## src/rtl/apb_slv_pkg.sv

```systemverilog
// Shared types and constants for the APB register-file responder.
// Used by apb_slv_addr_decode and apb_slave_regfile.
package apb_slv_pkg;

    typedef enum logic [1:0] {
        IDLE = 2'd0,
        WAIT = 2'd1,
        RESP = 2'd2
    } state_t;

    localparam int   REG_STRIDE = 4;
    localparam int   IDX_WIDTH  = 6;
    localparam logic ERR_NONE   = 1'b0;
    localparam logic ERR_SLVERR = 1'b1;

    typedef struct packed {
        logic [IDX_WIDTH-1:0] idx;
        logic                 in_range;
        logic                 aligned;
        logic                 ro_hit;
    } addr_chk_t;

    // Uses the whole select bus so every bit is accounted for, but only one bit can match.
    function automatic logic psel_hit(input logic [15:0] psel, input int unsigned bit_idx);
        return |(psel & (16'd1 << bit_idx));
    endfunction

endpackage

```

## src/rtl/apb_slv_addr_decode.sv

```systemverilog
// Combinational address check: byte address -> register index plus range,
// alignment and read-only-register flags relative to the bank base.
module apb_slv_addr_decode
    import apb_slv_pkg::*;
#(
    parameter int          PADDR_WIDTH = 32,
    parameter logic [31:0] BASE_ADDR   = 32'h0,
    parameter int          NUM_REGS    = 8
) (
    input  logic [PADDR_WIDTH-1:0] paddr,
    output addr_chk_t              chk
);

    localparam logic [PADDR_WIDTH-1:0] BASE = PADDR_WIDTH'(BASE_ADDR);
    localparam logic [PADDR_WIDTH-1:0] SPAN = PADDR_WIDTH'(NUM_REGS * REG_STRIDE);

    logic [PADDR_WIDTH-1:0] off_s;

    // Offset wraps modulo 2^PADDR_WIDTH, so addresses below the base land far out of range.
    always_comb begin
        off_s        = paddr - BASE;
        chk.idx      = off_s[7:2];
        chk.in_range = (off_s < SPAN);
        chk.aligned  = (paddr[1:0] == 2'b00);
        chk.ro_hit   = (off_s < SPAN) && (off_s[7:2] == 6'd0);
    end

endmodule

```

## src/rtl/apb_slave_regfile.sv

```systemverilog
// APB completer serving a bank of 32-bit registers (reg0 = hw_status, read-only).
// Optional wait-state insertion is built only when APB_SLV_WAIT_EN is defined.
module apb_slave_regfile
    import apb_slv_pkg::*;
#(
    parameter int          PADDR_WIDTH = 32,
    parameter int          PDATA_WIDTH = 32,
    parameter int          PSEL_IDX    = 0,
    parameter logic [31:0] BASE_ADDR   = 32'h0,
    parameter int          NUM_REGS    = 8,
    parameter int          WAIT_CYCLES = 0
) (
    input  logic                   pclock,
    input  logic                   preset,
    input  logic [PADDR_WIDTH-1:0] paddr,
    input  logic                   prwd,
    input  logic [PDATA_WIDTH-1:0] pwdata,
    input  logic                   penable,
    input  logic [15:0]            psel,
    input  logic [PDATA_WIDTH-1:0] hw_status,
    output logic [PDATA_WIDTH-1:0] prdata,
    output logic                   pslverr,
    output logic                   pready,
    output logic [PDATA_WIDTH-1:0] ctrl_out
);

    if ((NUM_REGS < 2) || (NUM_REGS > 64) || (PSEL_IDX < 0) || (PSEL_IDX > 15) ||
        (WAIT_CYCLES < 0) || (WAIT_CYCLES > 15)) begin : g_param_err
        $error("apb_slave_regfile: parameter out of range");
    end

    state_t                 state_r;
    state_t                 state_s;
    logic                   sel_s;
    logic                   setup_s;
    addr_chk_t              chk_s;
    addr_chk_t              chk_r;
    logic                   write_r;
    logic [PDATA_WIDTH-1:0] wdata_r;
    addr_chk_t              req_chk_s;
    logic                   req_wr_s;
    logic                   req_err_s;
    logic [PDATA_WIDTH-1:0] rd_val_s;
    logic                   commit_s;
    logic                   pready_s;
    logic                   pslverr_s;
    logic [PDATA_WIDTH-1:0] prdata_s;
    logic                   pready_r;
    logic                   pslverr_r;
    logic [PDATA_WIDTH-1:0] prdata_r;
    logic [PDATA_WIDTH-1:0] regs_r [1:NUM_REGS-1];

`ifdef APB_SLV_WAIT_EN
    localparam logic [3:0] WAIT_LOAD = 4'(WAIT_CYCLES - 1);
    logic [3:0] cnt_r;
    logic [3:0] cnt_s;
`endif

    apb_slv_addr_decode #(
        .PADDR_WIDTH (PADDR_WIDTH),
        .BASE_ADDR   (BASE_ADDR),
        .NUM_REGS    (NUM_REGS)
    ) u_addr_decode (
        .paddr (paddr),
        .chk   (chk_s)
    );

    assign sel_s   = psel_hit(psel, PSEL_IDX);
    assign setup_s = (state_r == IDLE) && sel_s && !penable;

    // With zero wait the response is built on the setup edge itself, before the latch holds it.
    assign req_chk_s = (state_r == IDLE) ? chk_s : chk_r;
    assign req_wr_s  = (state_r == IDLE) ? prwd  : write_r;
    assign req_err_s = !req_chk_s.aligned || !req_chk_s.in_range || (req_wr_s && req_chk_s.ro_hit);

    assign commit_s = (state_r == RESP) && sel_s && penable && write_r && (pslverr_r == ERR_NONE);

    // Next-state logic: setup in IDLE, optional wait countdown, single-cycle RESP.
    always_comb begin
        state_s = state_r;
`ifdef APB_SLV_WAIT_EN
        cnt_s   = cnt_r;
`endif
        case (state_r)
            IDLE: begin
                if (setup_s) begin
`ifdef APB_SLV_WAIT_EN
                    if (WAIT_CYCLES == 0) begin
                        state_s = RESP;
                    end else begin
                        state_s = WAIT;
                        cnt_s   = WAIT_LOAD;
                    end
`else
                    state_s = RESP;
`endif
                end else begin
                    state_s = IDLE;
                end
            end
            WAIT: begin
`ifdef APB_SLV_WAIT_EN
                if (!sel_s) begin
                    state_s = IDLE;
                end else if (cnt_r == 4'd0) begin
                    state_s = RESP;
                end else begin
                    state_s = WAIT;
                    cnt_s   = cnt_r - 4'd1;
                end
`else
                state_s = IDLE;
`endif
            end
            RESP:    state_s = IDLE;
            default: state_s = IDLE;
        endcase
    end

    // Read mux: reg0 reflects live hw_status, the rest come from the bank.
    always_comb begin
        rd_val_s = {PDATA_WIDTH{1'b0}};
        if (req_chk_s.idx == 6'd0) begin
            rd_val_s = hw_status;
        end else begin
            for (int i = 1; i < NUM_REGS; i++) begin
                rd_val_s = (req_chk_s.idx == 6'(i)) ? regs_r[i] : rd_val_s;
            end
        end
    end

    // Response values for the coming cycle; everything is zero outside RESP.
    always_comb begin
        pready_s  = 1'b0;
        pslverr_s = ERR_NONE;
        prdata_s  = {PDATA_WIDTH{1'b0}};
        if (state_s == RESP) begin
            pready_s  = 1'b1;
            pslverr_s = req_err_s ? ERR_SLVERR : ERR_NONE;
            prdata_s  = (req_err_s || req_wr_s) ? {PDATA_WIDTH{1'b0}} : rd_val_s;
        end else begin
            pready_s  = 1'b0;
        end
    end

    // State register.
    always_ff @(posedge pclock or negedge preset) begin
        if (!preset) begin
            state_r <= IDLE;
        end else begin
            state_r <= state_s;
        end
    end

`ifdef APB_SLV_WAIT_EN
    // Wait-state counter.
    always_ff @(posedge pclock or negedge preset) begin
        if (!preset) begin
            cnt_r <= 4'd0;
        end else begin
            cnt_r <= cnt_s;
        end
    end
`endif

    // Request capture at the setup phase.
    always_ff @(posedge pclock or negedge preset) begin
        if (!preset) begin
            chk_r   <= '{idx: 6'd0, in_range: 1'b0, aligned: 1'b0, ro_hit: 1'b0};
            write_r <= 1'b0;
            wdata_r <= {PDATA_WIDTH{1'b0}};
        end else if (setup_s) begin
            chk_r   <= chk_s;
            write_r <= prwd;
            wdata_r <= pwdata;
        end
    end

    // Registered response outputs.
    always_ff @(posedge pclock or negedge preset) begin
        if (!preset) begin
            pready_r  <= 1'b0;
            pslverr_r <= ERR_NONE;
            prdata_r  <= {PDATA_WIDTH{1'b0}};
        end else begin
            pready_r  <= pready_s;
            pslverr_r <= pslverr_s;
            prdata_r  <= prdata_s;
        end
    end

    // Register bank; a write lands on the edge that closes an error-free RESP.
    always_ff @(posedge pclock or negedge preset) begin
        if (!preset) begin
            for (int i = 1; i < NUM_REGS; i++) begin
                regs_r[i] <= {PDATA_WIDTH{1'b0}};
            end
        end else begin
            for (int i = 1; i < NUM_REGS; i++) begin
                if (commit_s && (chk_r.idx == 6'(i))) begin
                    regs_r[i] <= wdata_r;
                end
            end
        end
    end

    assign pready   = pready_r;
    assign pslverr  = pslverr_r;
    assign prdata   = prdata_r;
    assign ctrl_out = regs_r[1];

endmodule

```

## config.mk

```make
export PLATFORM = sky130hd
export DESIGN_NAME = apb_slave_regfile
export DESIGN_NICKNAME = d
export VERILOG_FILES = /design/src/rtl/apb_slv_pkg.sv /design/src/rtl/apb_slv_addr_decode.sv /design/src/rtl/apb_slave_regfile.sv
export SDC_FILE = /design/constraint.sdc
export NUM_CORES = 1
export LEC_CHECK = 0
export ABC_AREA = 1
export CAP_MARGIN = 20
export CORE_MARGIN = 2
export CORE_UTILIZATION = 40
export CTS_BUF_LIST = sky130_fd_sc_hd__clkbuf_4 sky130_fd_sc_hd__clkbuf_8
export DETAILED_ROUTE_END_ITERATION = 8
export SETUP_SLACK_MARGIN = 0.4
export SYNTH_ARGS = -nofsm -noshare
export SYNTH_HDL_FRONTEND = slang
export SYNTH_SLANG_ARGS = --single-unit
```

## constraint.sdc

```tcl
create_clock -name pclock -period 2.4 [get_ports pclock]
set_input_delay 0.48 -clock pclock [delete_from_list [all_inputs] [get_ports pclock]]
set_output_delay 0.48 -clock pclock [all_outputs]
set_load 0.01 [all_outputs]
```

# Word-level counts from Yosys, hierarchy flattened
# Index checks and enable logic that the tools add are counted.
totals:
  ff_bits: 302
  in_bits: 116
  out_inout_bits: 66
classes:
  n_lt_le_gt_ge: 1
  eq_ne: 16
  n_reduce_logical: 25
  mux: 17
  n_bitwise: 1
ops:
  columns: ["operator", "count"]
  rows:
  - ["2-to-1 mux 32 bit", 10]
  - ["equality test 6 x 3 -> 1 bit, second input constant", 8]
  - ["less-than comparator 32 x 6 -> 1 bit, second input constant", 1]
  - ["equality test 6 x 2 -> 1 bit, second input constant", 4]
  - ["logical AND 1 bit", 15]
  - ["equality test 6 x 1 -> 1 bit, second input constant", 2]
  - ["zero test 6 bit", 2]
  - ["2-to-1 mux 9 bit", 1]
  - ["equality test 2 bit, second input constant", 2]
  - ["zero test 2 bit", 2]
  - ["2-to-1 mux 1 bit", 4]
  - ["2-to-1 mux 2 bit", 2]
  - ["zero test 1 bit", 3]
  - ["logical OR 1 bit", 3]
  - ["NOT 1 bit", 1]

# Longest topological paths before layout
# Gate-level depths: netlist of the first run.
depth:
  word_depth: 14
  depth_mapped: 15

# Hierarchy
# A second synthesis of the first run with hierarchy kept.
hier_totals:
  hier_cells: 1673
  hier_area_um2: 13604.3
modules_own_cells:
  columns: ["module", "seq_area_each_um2", "n_inst", "cells_each", "area_per_inst_um2"]
  rows:
  - ["apb_slave_regfile", 7507.2, 1, 1619, 13371.6]
  - ["apb_slv_addr_decode", 0.0, 1, 54, 232.7]

# Worst setup path before layout of the first run
# Ideal clock, no wire load.
synth_path:
  path_kind: "register to register"
  startpoint: "reg state_r[1]"
  endpoint: "reg prdata_r[17], in the netlist prdata[17]"
  arrival_time_ns: 1.662
  setup_slack_ns: 0.614
  path_stages_with_launch: 11
  path_cell_list: "dfrtp_1 buf_4 buf_6 o21ai_1 nand2_1 nor2_1 nand2_1 clkbuf_1 or2_2 nand2_1 a21oi_1"
synth_via:
  elab_chain_cells: 13
synth_rtl:
  columns: ["item", "line", "source"]
  rows:
  - ["from (decl)", "apb_slave_regfile.sv:32", "state_t state_r;"]
  - ["from (signal assigned)", "apb_slave_regfile.sv:151", "state_r <= state_s;"]
  - ["zero test 2 bit *", null, null]
  - ["2-to-1 mux 9 bit", "apb_slave_regfile.sv:72", "assign req_chk_s = (state_r == IDLE) ? chk_s : chk_r;"]
  - ["equality test 6 x 1 -> 1 bit", "apb_slave_regfile.sv:127", "rd_val_s = (req_chk_s.idx == 6'(i)) ? regs_r[i] : rd_val_s;"]
  - ["2-to-1 mux 32 bit (7 in series)", "apb_slave_regfile.sv:127", null]
  - ["2-to-1 mux 32 bit", "apb_slave_regfile.sv:123", "if (req_chk_s.idx == 6'd0) begin"]
  - ["2-to-1 mux 32 bit", "apb_slave_regfile.sv:140", "prdata_s = (req_err_s || req_wr_s) ? {PDATA_WIDTH{1'b0}} : rd_val_s;"]
  - ["2-to-1 mux 32 bit *", "apb_slave_regfile.sv:137", "if (state_s == RESP) begin"]
  - ["named net prdata_s[17]", "apb_slave_regfile.sv:47", "logic [PDATA_WIDTH-1:0] prdata_s;"]
  - ["to (signal assigned)", "apb_slave_regfile.sv:184", "prdata_r <= {PDATA_WIDTH{1'b0}};"]
  - ["to (signal assigned)", "apb_slave_regfile.sv:188", "prdata_r <= prdata_s;"]
  - ["to (decl)", "apb_slave_regfile.sv:50", "logic [PDATA_WIDTH-1:0] prdata_r;"]
# Mark *: on every way through the listed nets, which the timed path passes. The rest lies on a longest branch.
# A chain may end at the register's enable or synchronous reset.

==> results of run 1 <==
==> what timing repair did <==
item	4_1_cts	5_1_grt
hold buffers	1	0
hold endpoints to repair	66	0
gates cloned	0	1
gates resized for setup	37	45
setup endpoints to repair	48	38
pin swaps	4	14
setup buffers	8	5
==> area by class of cell <==
class	instances	area, um2	share of cell area
sequential	300	7510	0.437
multi-input combinational	1073	4840	0.281
timing repair buffer	273	2800	0.163
clock buffer	78	961	0.0559
tap	442	553	0.0322
inverter	128	485	0.0282
clock inverter	6	47.5	0.00277
==> power by group <==
part	total (mW)	switching [mW]	internal (mW)	leakage [nW]
Combinational	1.12	0.679	0.443	3.64
Sequential	5.49	0.147	5.34	4.11
Clock	4.54	2.01	2.53	0.538
==> per-stage QoR <==
| step | setup TNS, ns | area (um2) |
|---|---|---|
| floorplan | 0 | 13300 |
| global placement | -0.839 | 15900 |
| detailed placement | -1.31 | 15900 |
| CTS | 0 | 17000 |
| global route | 0 | 17200 |
| finish | 0 | 17200 |
==> worst register-to-register path, cell delays in order (launching register included) <==
cell and delay, ns:
dfrtp_2 0.45, buf_6 0.14, nand2_1 0.07, nand2_2 0.08, nand2_2 0.11, inv_2 0.07, nand2_4 0.09, nor2_4 0.05
buf_6 0.13, nand2_2 0.06, nand3_2 0.08, nor2_2 0.13, nand4_1 0.20, nand2_1 0.11, inv_1 0.04
==> worst paths after layout <==
check | start | to | slack [ns] | cells after the start
min in group asynchronous | preset | ctrl_out[8] | 0.49 | 2
max reg2reg | state_r[1] | prdata[29] | 0.49 | 14
min reg2reg | regs_r[28] | regs_r[28] | 0.48 | 2
min | pwdata[10] | wdata_r[10] | 0.45 | 3
max in group asynchronous | preset | ctrl_out[16] | 1.14 | 3
max | state_r[1] | pready | 0.44 | 2
==> layout by cell type, fill, tap and decap left out <==
cell type / instances
o21ai_1: 9
o31ai_1: 1
clkdlybuf4s50_1: 127
buf_12: 25
nand4_1: 32
a21oi_1: 9
dlygate4sd3_1: 1
nor3_1: 9
buf_6: 11
inv_4: 2
or2_2: 10
inv_2: 3
nor3_4: 2
clkbuf_8: 60
nor2_2: 7
a22o_1: 1
clkinvlp_4: 1
o21ai_0: 254
nand4_4: 1
nand2_2: 18
dfrtp_1: 299
clkbuf_4: 18
buf_8: 1
nor2_4: 4
dlygate4sd2_1: 33
clkinv_2: 3
nand3_2: 5
dlymetal6s2s_1: 5
nor2_1: 126
inv_1: 123
clkinv_8: 1
a21oi_2: 3
o21ai_4: 2
nand2_1: 514
inv_6: 1
dfrtp_2: 1
o211ai_1: 20
nand2_4: 1
nand3_1: 45
buf_4: 70
==> logic make-up (layout without fill, tap and decap cells) <==
group | Yosys count | in the layout | share of synthesized area
AO/OA/AOI/OAI | 299 | 299 | 0.117
flip-flops | 300 | 300 | 0.564
AND/OR/NAND/NOR | 774 | 774 | 0.238
buffers and inverters | 245 | 485 | 0.0811
==> sequential cells by signal, indices dropped and copies added, names as in the netlist <==
register  count
regs_r      192
wdata_r      32
chk_r         9
write_r       1
prdata       32
ctrl_out     32
state_r       1
pslverr       1
==> layer usage <==
layer / track usage / wire length, um / vias to the layer above
met4: 0.0736 / 1070 / 0
li1: - / - / 5536
met5: 0.00824 / 0 / -
met2: 0.359 / 17400 / 341
met1: 0.285 / 16800 / 5324
met3: 0.0323 / 2000 / 84
==> cells in the mapped netlist <==
master    count
o21ai_0     254
inv_2         3
o21ai_1      10
nor2_2        6
nor2_1      130
a22o_1        1
nor2_4        1
buf_6         1
nand4_1      32
o21ai_4       1
o31ai_1       1
nor3_2        1
clkbuf_1     60
o211ai_1     20
buf_1         4
nand3_2       4
nand3_1      46
nand2_1     528
a21oi_1      12
dfrtp_1     300
or2_2        10
nand2_2       5
nand4_2       1
nor3_4        1
buf_2        17
inv_1       125
buf_4        35
nor3_1        9
==> run summary, run 1 <==
Drc violations: 0
Initial Util: 0.407
Crit Path Category: flip-flop to output pin
Hold crit path type: input port to flip-flop
CP bufs+invs: 2
Number of DRC markers in iteration 0: 776
Non-Filler Instances: 2,300
Relative slew slack: 0.494
LEAKAGE: 8.28 nW
Pwr per Cell Area: 649 nW/um2
CP max stage delay: 0.45 ns
Cells after Synth: 1,618
DP Wirelength: 24,100 um
Die Width: 186 um
Num rows: 66
Slew @ Worst Pin: 0.760 ns
Final net count: 1,943
Worst setup SP type: flip-flop
Layout cells sized above 1: 0.135
Max-slew violations: 0
Clk_skew: 0.0449 ns
Area grow syn2layout: 29.1%
CTS H-Tree Depth: 2
Final ANT Viol Nets: 0
Die H: 186 um
Clock Root Buffer: clkbuf_8
Tmin final: 1.96 ns
Max Root-Sink Buffers: 3
Finish-stage setup viols: 0
Status: finished clean
Worst-path cell chain: buf_4 > dlygate4sd2_1
Synth Register Bits: 300
Syn Nets: 1,734
WHS: 0.451 ns
Final wirelength: 37,200 um
Top cells by area, synth: dfrtp_1, nand2_1, o21ai_0
Syn_area_per_cell: 8.23 um2
Detailed-route via count: 11,300
Fillcell total: 3,124
RSZ-0062 raised after global routing: yes
Critical path's slowest cell: dfrtp_2
Core footprint: 32,700 um2
Inst Count DP: 2,201
Clock sink count: 300
Synth area leader: dfrtp_1
Max_cap viols: 0
Distinct cells, synth: 28
Yosys warning count: 0
Critical Path AT: 1.48 ns
Number of diodes: 0
Pre-CTS setup slack: -0.134 ns
CTS Buf Count: 51
Tot Pwr: 11.2 mW
GPL Wtd Cong: 0.815
Crit Path Max Fanout: 6
Final core occ: 0.526
CTS tree: done
Worst-Skew Late Latency: 0.60 ns
Critical Path End Type: output pin
Vias/cell: 4.91
Critical Path RT: 1.92 ns
Pre-Repair DR Iteration Count: 6
Die ar.: 34,800 um2
Share of Yosys cell area claimed by the top area cell type: 0.564
Final worst-path cycle share: 0.819
Worst VDD drop: 0.443 mV
Gr ovfl total: 0
Total GRT Usage: 0.214
Fmax: 509 MHz
Final Hold Fails: 0
CTS clk-pin slew, worst paths: 0.06 ns
I/O pin total: 182
Initial antenna violation count: 0
PortBufs: 166
Vias in the first global route: 11,100
Area of the mapped netlist: 13,300 um2
Sequential-to-total area share from yosys stat: 0.564
Largest delay share family, worst path: buffers and inverters
Wire length per cell: 16.2 um
First-pass GRT wire length: 59,900 um
Setup WS post-layout: 0.435 ns
Largest net degree at the start of global routing: 86
(Power assumes the default switching activity.)
==> inputs of run 2 (changes only) <==
==> constraint.sdc (replaced) <==
create_clock -name pclock -period 2 [get_ports pclock]
set_input_delay 0.4 -clock pclock [delete_from_list [all_inputs] [get_ports pclock]]
set_output_delay 0.4 -clock pclock [all_outputs]
set_load 0.01 [all_outputs]
==> run 2 against run 1 <==
The run now ends with setup timing left. Utilization grew 6.7 points. Die area unchanged. Sequential share of layout area fell by 4.9 points. Wire length increased by 28%. Register-to-register slack got worse by 0.51 ns. Global-route usage grew 2.2 points. Clock power increased by 34%. Critical path depth is 10 higher. Critical path type is now flip-flop to flip-flop. Largest cell class unchanged.
==> run summary, run 2 (synthesis results as in run 1) <==
Status: finished, violations left (was finished clean)
Failing checks: setup timing
Max-slew violations: 0 (unchanged)
Largest delay share family, worst path: buffers and inverters (unchanged)
Critical Path RT: 2.56 ns (was 1.92 ns)
Pre-Repair DR Iteration Count: 6 (unchanged)
I/O pin total: 182 (unchanged)
Setup TNS: -0.0470 ns (was 0 ns)
Clock sink count: 300 (unchanged)
Critical Path AT: 2.58 ns (was 1.48 ns)
Final core occ: 0.592 (was 0.526)
Tot Pwr: 14.4 mW (was 11.2 mW)
Clock Root Buffer: clkbuf_8 (unchanged)
Worst-path cell chain: buf_6 > buf_6 > o21ai_4 > nand3_4 > buf_6 > nor2_4 > buf_6 > buf_12 > nand2_1 > nand4_1 > nand2_1 > inv_1 (was buf_4 > dlygate4sd2_1)
CTS H-Tree Depth: 2 (unchanged)
WHS Endpoint: wdata_r[5] (was wdata_r[10])
Number of DRC markers in iteration 0: 1,146 (was 776)
Die ar.: 34,800 um2 (unchanged)
CTS tree: done (unchanged)
Cell internal pwr: 10.6 mW (was 8.32 mW)
Logic gate share of total power: 0.118 (was 0.101)
Worst Hold Depth: 3 (unchanged)
Slew @ Worst Pin: 0.585 ns (was 0.760 ns)
Die Width: 186 um (unchanged)
GPL Wtd Cong: 0.812 (was 0.815)
Net load switching power: 3.80 mW (was 2.84 mW)
Clk pwr share: 0.424 (was 0.407)
Setup WS post-layout: -0.0209 ns (was 0.435 ns)
Worst Setup SP: state_r[1] (unchanged)
Final worst-path cycle share: 1.01
Finish-stage setup viols: 3 (was 0)
First-pass GRT wire length: 65,100 um (was 59,900 um)
Max Root-Sink Buffers: 3 (unchanged)
Worst VDD drop: 0.563 mV (was 0.443 mV)
WHS: 0.336 ns (was 0.451 ns)
Worst Reg-to-Reg Cells: 12 (was 14)
RSZ-0062 raised after global routing: yes (unchanged)
Num rows: 66 (unchanged)
Final ANT Viol Nets: 0 (unchanged)
Sw Share: 0.264 (was 0.254)
Hold path start: pwdata[5] (was pwdata[10])
PortBufs: 166 (unchanged)
Most frequent CP cell: buf_6
Area grow syn2layout: 45.5% (was 29.1%)
Largest net degree at the start of global routing: 65 (was 86)
Clk_skew: 0.0375 ns (was 0.0449 ns)
Detailed-route via count: 12,600 (was 11,300)
Biggest register: regs_r (unchanged)
CP bufs+invs: 6 (was 2)
Worst setup SP type: flip-flop (unchanged)
Initial antenna violation count: 0 (unchanged)
Final Hold Fails: 0 (unchanged)
Top Usage Layer GRT: met2 (unchanged)
Relative slew slack: 0.610 (was 0.494)
GR Layer Usage met3: 0.0363 (was 0.0323)
Vias in the first global route: 11,700 (was 11,100)
Worst-Skew Late Latency: 0.62 ns (was 0.60 ns)
Fillcell total: 2,813 (was 3,124)
Most common cell after layout, fill and taps aside: nand2_1 (unchanged)
CTS Buf Count: 52 (was 51)
Wire length per cell: 19.7 um (was 16.2 um)
Gr ovfl total: 0 (unchanged)
CTS clk-pin slew, worst paths: 0.06 ns (about the same)
Critical path's slowest cell: dfrtp_2 (unchanged)
Final wirelength: 47,800 um (was 37,200 um)
Met1 usage: 0.316 (was 0.285)
Max_cap viols: 0 (unchanged)
Initial Util: 0.407 (unchanged)
DP Wirelength: 25,300 um (was 24,100 um)
Largest register FFs: 192 (unchanged)
Crit Path Max Fanout: 10 (was 6)
LEAKAGE: 9.36 nW (was 8.28 nW)
Worst reg-to-reg setup slack: -0.02 ns (was 0.49 ns)
Drc violations: 0 (unchanged)
Vias/cell: 5.19 (was 4.91)
R2r endpoint: prdata[4] (was prdata[29])
Fmax: 495 MHz
Total GRT Usage: 0.236 (was 0.214)
Pwr per Cell Area: 742 nW/um2 (was 649 nW/um2)
Final net count: 2,056 (was 1,943)
Core footprint: 32,700 um2 (unchanged)
Die H: 186 um (unchanged)
R2r startpoint: state_r[1] (unchanged)
CP max stage delay: 0.47 ns (was 0.45 ns)
Commonest non-fill, non-tap cells in the layout: nand2_1, dfrtp_1, o21ai_0 (unchanged)
Seq pwr share: 0.458 (was 0.492)
Hold crit path type: input port to flip-flop (unchanged)
Layout cells sized above 1: 0.246 (was 0.135)
Critical Path End Type: flip-flop (was output pin)
Tmin final: 2.02 ns
Global routing usage on met2: 0.392 (was 0.359)
Crit Path Category: flip-flop to flip-flop (was flip-flop to output pin)
-- run 2: through the flow --
step	instance area, um2	setup slack, ns	cells
floorplan	13700	0.255	1618
global placement	16200	-0.421	2211
detailed placement	16200	-0.461	2211
CTS	17800	0.0470	2356
global route	19400	-0.0862	2421
finish	19400	-0.0209	2422
-- run 2: per-layer routing --
metal	routed length, um	up-vias
li1	-	5797
met5	65	-
met4	1620	2
met2	22700	531
met3	3740	121
met1	19700	6115
-- run 2: area by class of cell --
| cell class | count | area, um2 | share of cell area |
|---|---|---|---|
| diodes | 1 | 2.50 | 0.000129 |
| clock buffers | 84 | 1020 | 0.0526 |
| clock inverters | 9 | 114 | 0.00588 |
| inverters | 128 | 493 | 0.0254 |
| multi-input cells | 1075 | 5220 | 0.270 |
| flip-flops and latches | 300 | 7510 | 0.388 |
| well taps | 442 | 553 | 0.0285 |
| repair buffers | 383 | 4460 | 0.230 |
-- run 2: how the worst max path moves through the flow --
stage                            end  slack [ns]  cells past startpoint
after floorplan           prdata[17]        0.26                     10
after global placement    prdata[24]       -0.42                     15
after detailed placement  prdata[16]       -0.46                     13
after global routing       prdata[4]       -0.09                     16
after CTS                  prdata[1]        0.05                     14
final                      prdata[4]       -0.02                     12
-- run 2: worst min-delay path: cells and delay by family --
| kind | cells | cell delay, ns |
|---|---|---|
| buf+inv | 1 | 0.39 |
| simple gates | 1 | 0.06 |
| compound gates | 1 | 0.06 |
-- run 2: timing repair --
action	in CTS	in global routing
resized for setup	299	158
setup buffers	41	29
hold buffers	1	0
cloned	10	36
endpoints found under the setup margin	338	281
pin swaps	13	61
endpoints found under the hold margin	52	0
-- run 2: power groups by stage --
stage / clock (mW) / combinational (mW) / sequential, mW
floorplan: 0 / 0.668 / 6.65
global placement: 0 / 1.38 / 6.69
detailed placement: 0 / 1.41 / 6.70
CTS: 6.15 / 1.51 / 6.58
global route: 6.46 / 1.86 / 6.62
finish: 6.09 / 1.70 / 6.59
